`src/rtl/dmem_arbiter.sv`:
```
// dmem_arbiter: two-requester data-memory arbiter with a three-phase IDLE/ACCESS/RESP sequence
// Ports:
//   SYS_clk, SYS_reset (sync, active-low)
//   Rn_req_valid/ready, Rn_write, Rn_length, Rn_signed, Rn_address, Rn_write_data : request side, n in {0,1}
//   Rn_resp_valid, Rn_resp_error, Rn_read_data                                    : response side
//   MEM_* : single-port memory command bus, MEM_read_data is a combinational read path
module dmem_arbiter #(
  parameter int PRIORITY_MODE = 0
) (
  input  logic        SYS_clk,
  input  logic        SYS_reset,
  input  logic        R0_req_valid,
  output logic        R0_req_ready,
  input  logic        R0_write,
  input  logic [1:0]  R0_length,
  input  logic        R0_signed,
  input  logic [31:0] R0_address,
  input  logic [31:0] R0_write_data,
  output logic        R0_resp_valid,
  output logic        R0_resp_error,
  output logic [31:0] R0_read_data,
  input  logic        R1_req_valid,
  output logic        R1_req_ready,
  input  logic        R1_write,
  input  logic [1:0]  R1_length,
  input  logic        R1_signed,
  input  logic [31:0] R1_address,
  input  logic [31:0] R1_write_data,
  output logic        R1_resp_valid,
  output logic        R1_resp_error,
  output logic [31:0] R1_read_data,
  output logic [1:0]  MEM_write_length,
  output logic [1:0]  MEM_read_length,
  output logic        MEM_read_signed,
  output logic [31:0] MEM_write_data,
  output logic [31:0] MEM_write_address,
  output logic [31:0] MEM_read_address,
  input  logic [31:0] MEM_read_data
);
  typedef enum logic [1:0] {IDLE, ACCESS, RESP} state_t;
  typedef struct packed {
    logic        wr;
    logic [1:0]  len;
    logic        sgn;
    logic [31:0] addr;
    logic [31:0] wdata;
  } cmd_t;
  state_t      state_q, state_d;
  cmd_t        cmd_q;
  logic        id_q, last_q, err_q;
  logic [31:0] rdata_q;
  logic        gnt0, gnt1, hs, mis, acc, resp;
  always_comb begin
    // last_q names the requester served last; a tie goes to the other one
    gnt0 = R0_req_valid & (!R1_req_valid | (PRIORITY_MODE != 0) | last_q);
    gnt1 = R1_req_valid & !gnt0;
    R0_req_ready = (state_q == IDLE) & SYS_reset & gnt0;
    R1_req_ready = (state_q == IDLE) & SYS_reset & gnt1;
    hs = R0_req_ready | R1_req_ready;
    state_d = state_q == IDLE ? (hs ? ACCESS : IDLE) : state_q == ACCESS ? RESP : IDLE;
    mis = (cmd_q.len == 2'b10 & cmd_q.addr[0]) | (cmd_q.len == 2'b11 & cmd_q.addr[1:0] != 2'b00);
    acc = state_q == ACCESS;
    // reset gates the write strobe combinationally so an interrupted store never commits
    MEM_write_length = acc & cmd_q.wr & !mis & SYS_reset ? cmd_q.len : 2'b00;
    MEM_read_length = acc & !cmd_q.wr & cmd_q.len != 2'b00 ? cmd_q.len : 2'b11;
    MEM_read_signed = acc & !cmd_q.wr & cmd_q.sgn;
    MEM_write_data = acc ? cmd_q.wdata : 32'd0;
    MEM_write_address = acc ? cmd_q.addr : 32'd0;
    MEM_read_address = acc ? cmd_q.addr : 32'd0;
    resp = (state_q == RESP) & SYS_reset;
    R0_resp_valid = resp & !id_q;
    R1_resp_valid = resp & id_q;
    R0_resp_error = R0_resp_valid & err_q;
    R1_resp_error = R1_resp_valid & err_q;
    R0_read_data = R0_resp_valid ? rdata_q : 32'd0;
    R1_read_data = R1_resp_valid ? rdata_q : 32'd0;
  end
  always_ff @(posedge SYS_clk) begin
    if (!SYS_reset) begin
      state_q <= IDLE;
      cmd_q <= '0;
      id_q <= 1'b0;
      last_q <= 1'b1;
      err_q <= 1'b0;
      rdata_q <= 32'd0;
    end else begin
      state_q <= state_d;
      if (hs) begin
        id_q <= R1_req_ready;
        last_q <= R1_req_ready;
        cmd_q <= R1_req_ready ? {R1_write, R1_length, R1_signed, R1_address, R1_write_data}
                              : {R0_write, R0_length, R0_signed, R0_address, R0_write_data};
      end
      if (acc) begin
        err_q <= mis;
        rdata_q <= !cmd_q.wr & !mis ? MEM_read_data : 32'd0;
      end
    end
  end
endmodule

```
`config.mk`:
```
export PLATFORM = sky130hd
export DESIGN_NAME = dmem_arbiter
export DESIGN_NICKNAME = d
export VERILOG_FILES = /design/src/rtl/dmem_arbiter.sv
export SDC_FILE = /design/constraint.sdc
export NUM_CORES = 1
export LEC_CHECK = 0
export CORE_AREA = 2 2 134 136
export CTS_CLUSTER_SIZE = 28
export DETAILED_ROUTE_END_ITERATION = 16
export DIE_AREA = 0 0 136 138
export PLACE_DENSITY_LB_ADDON = 0.08
export SYNTH_ARGS = -nofsm -noshare
export SYNTH_HDL_FRONTEND = slang
export SYNTH_SLANG_ARGS = --single-unit
```
`constraint.sdc`:
```
create_clock -name SYS_clk -period 1.54 [get_ports SYS_clk]
set_input_delay 0.308 -clock SYS_clk [delete_from_list [all_inputs] [get_ports SYS_clk]]
set_output_delay 0.308 -clock SYS_clk [all_outputs]
set_load 0.02 [all_outputs]
```
==> impl_metrics.ini <==
[outcome]
status = finished, violations left
violations = setup timing

[setup_path]
cp.arrival_ns = 1.63
start_kind = flop
path_max_fanout = 8
reg2reg_depth = 6
worstSetupPathType = flop to output port
worstPathRequired_ns = 1.23
endpoint_kind = output port

[final_layout]
multi_input_area_mm2 = 0.00392
seqCellArea_mm2 = 0.00211
final_common_cell = clkdlybuf4s50_1
final_cells = 1340
fillers = 1458
postLayoutCoreUtil_pct = 67.7
design_area_mm2 = 0.0119
final_cell_mix = 170 x clkdlybuf4s50_1, 165 x buf_6, 117 x and2_4
area_growth_syn_to_layout_pct = 98.2
layout.nets = 1278
drive_gt1_share_pct = 45.5

[route]
firstDrtPassIters = 5
drt_iter0_markers = 394
wirelength_mm = 27.0
vias = 7233
wire_per_inst_um = 20.2
drc = 0
avgViaCountPerCell = 5.40
ant_nets = 0

[timing]
tightestPinTransition_ns = 0.728
rsz0062_at_grt = yes
relSlewSlack_pct = 51.4
setup_tns_ns = -64.76
fin_worst_skew_ns = 0.00759
timing.final.hold_violations = 0
max_freq_mhz = 516
drv_slew = 0
fin_ws_ns = -0.397
whs_ns = 0.365
period_share_pct = 126
final-setup-viol-count = 258
finalCriticalPeriod_ns = 1.94

[clock_network]
path_clk_slew_ns = 0.07
tritoncts = built
hold_buffers = 0
clock_latency_ns = 0.35
cts_inserted_buffers = 9
cts_max_level = 3
clockBufferDepth = 2
cts-root-buf = clkbuf_16
clock_sinks = 105

[global_route]
grt_pass1_wl_mm = 36.3
grt_antenna_before_repair = 1
grt_pass1_vias = 6448
grt_util_all_layers_pct = 24.4
grt_max_degree = 65
grt_overflow_total = 0

[worst_hold_path]
hold_path_class = input pin to flop
min_path_cells = 3

[placed_design]
dp_slack_ns = -0.822
dp.cells = 1266
hpwl_mm = 15.4
place_congestion = 0.828
port_buffers = 342
placed_area_mm2 = 0.00975

[synth]
synthAdderAreaFrac_pct = 0
yosys_warnings = 0
synthSimpleGateAreaFrac_pct = 27.6
synth-edff-count = 0
syn_nets = 933
synth_seq_cells = 105
synth_top_area_share_pct = 35.1
yosysUniqueCellTypes = 33
synth-main-ff-cell = dfxtp_1
synth_compound_area_share_pct = 26.0
synthArstFlopShare_pct = 0
syn_area_per_cell_um2 = 7.86
synth_area_mm2 = 0.00598
synth_xor_area_share_pct = 0
yosysTopAreaCell = dfxtp_1
synth_top_family_by_area = simple AND/OR/NAND/NOR gates
yosysSeqAreaShare_pct = 35.1
synthCells = 761
synth_area_leaders = dfxtp_1 35%, and2_1 14%, nand3_1 11%
yosys-mux-area-fraction_pct = 0

[die]
ioPinCount = 343
core_mm2 = 0.0175
initial_core_util_pct = 34.1
dieArea_mm2 = 0.0188
die_h_um = 138
row_count = 49
die_x_um = 136

[run]
maxCapViolCount = 0

[power]
power_leakage_nw = 4.65
power_density_mw_per_mm2 = 711
combPwrFrac_pct = 34.7
switching_power_mw = 2.56
p_int_mw = 5.87
pwr-share-seq_pct = 36.7
clock_power_share_pct = 28.6
power_mw = 8.43
netSwitchingFraction_pct = 30.4
vdd_drop_max_v = 0.000553
==> registers in the layout, indices dropped and copies added, names as in the netlist <==
name / cells
cmd_q: 68
err_q: 1
id_q: 1
last_q: 1
rdata_q: 32
state_q: 2
==> critical path: stages, from the launching register on <==
cell and delay (ns):
dfxtp_4 0.39, nor4b_4 0.21, buf_6 0.16, buf_6 0.12, clkbuf_16 0.15, and2_1 0.14, buf_6 0.12
==> synthesized netlist by cell type, types with 2 or more instances <==
| cell type | n |
|---|---|
| buf_2 | 31 |
| o21ai_0 | 49 |
| a21o_1 | 2 |
| nor2_1 | 5 |
| buf_4 | 36 |
| nand2_1 | 5 |
| buf_1 | 3 |
| a311oi_2 | 10 |
| and2_1 | 131 |
| dfxtp_1 | 105 |
| a311oi_1 | 58 |
| and4_1 | 2 |
| nand3b_1 | 2 |
| a21oi_1 | 69 |
| clkbuf_1 | 48 |
| o21ai_1 | 51 |
| buf_6 | 5 |
| nor2b_1 | 2 |
| nand3_1 | 133 |
==> layout make-up <==
type	count	area share [%]
sequential	105	17.8
multi-input combinational	532	33.0
clock inverter	2	0.306
tap	229	2.42
timing repair buffer	457	44.2
inverter	1	0.0316
antenna	1	0.0211
clock buffer	13	2.19
==> metal layers <==
layer,wire length [um],share of wire [%],GRT usage [%]
met1,10900,40,31.6
met2,13200,49,39.4
met3,2190,8.1,6.38
met4,675,2.5,8.06
met5,0,0,0
==> power by group through the flow <==
| stage | Sequential, mW | Clock, mW | Combinational [mW] |
|---|---|---|---|
| finish | 3.10 | 2.41 | 2.93 |
| global route | 3.12 | 2.57 | 3.09 |
| CTS | 3.08 | 2.46 | 2.34 |
| detailed placement | 3.14 | 0 | 2.13 |
| global placement | 3.13 | 0 | 2.12 |
| floorplan | 3.10 | 0 | 1.14 |
==> repair_timing <==
| item | 4_1_cts | 5_1_grt |
|---|---|---|
| endpoints found under the setup margin | 239 | 272 |
| cloned | 9 | 24 |
| buffers inserted | 21 | 15 |
| resized for setup | 875 | 388 |
| pin swaps | 17 | 92 |
==> kinds of logic after synthesis <==
group | after synthesis
buf+inv | 124
simple gates | 289
flops | 105
compound gates | 243
==> worst paths after layout <==
path,startpoint,to,slack [ns]
setup reg to reg,state_q[1],cmd_q[59],-0.17
hold / removal,SYS_reset,last_q,0.36
setup / recovery,state_q[1],R0_read_data[20],-0.40
hold reg to reg,rdata_q[20],rdata_q[20],0.47
(Power assumes the default switching activity.)
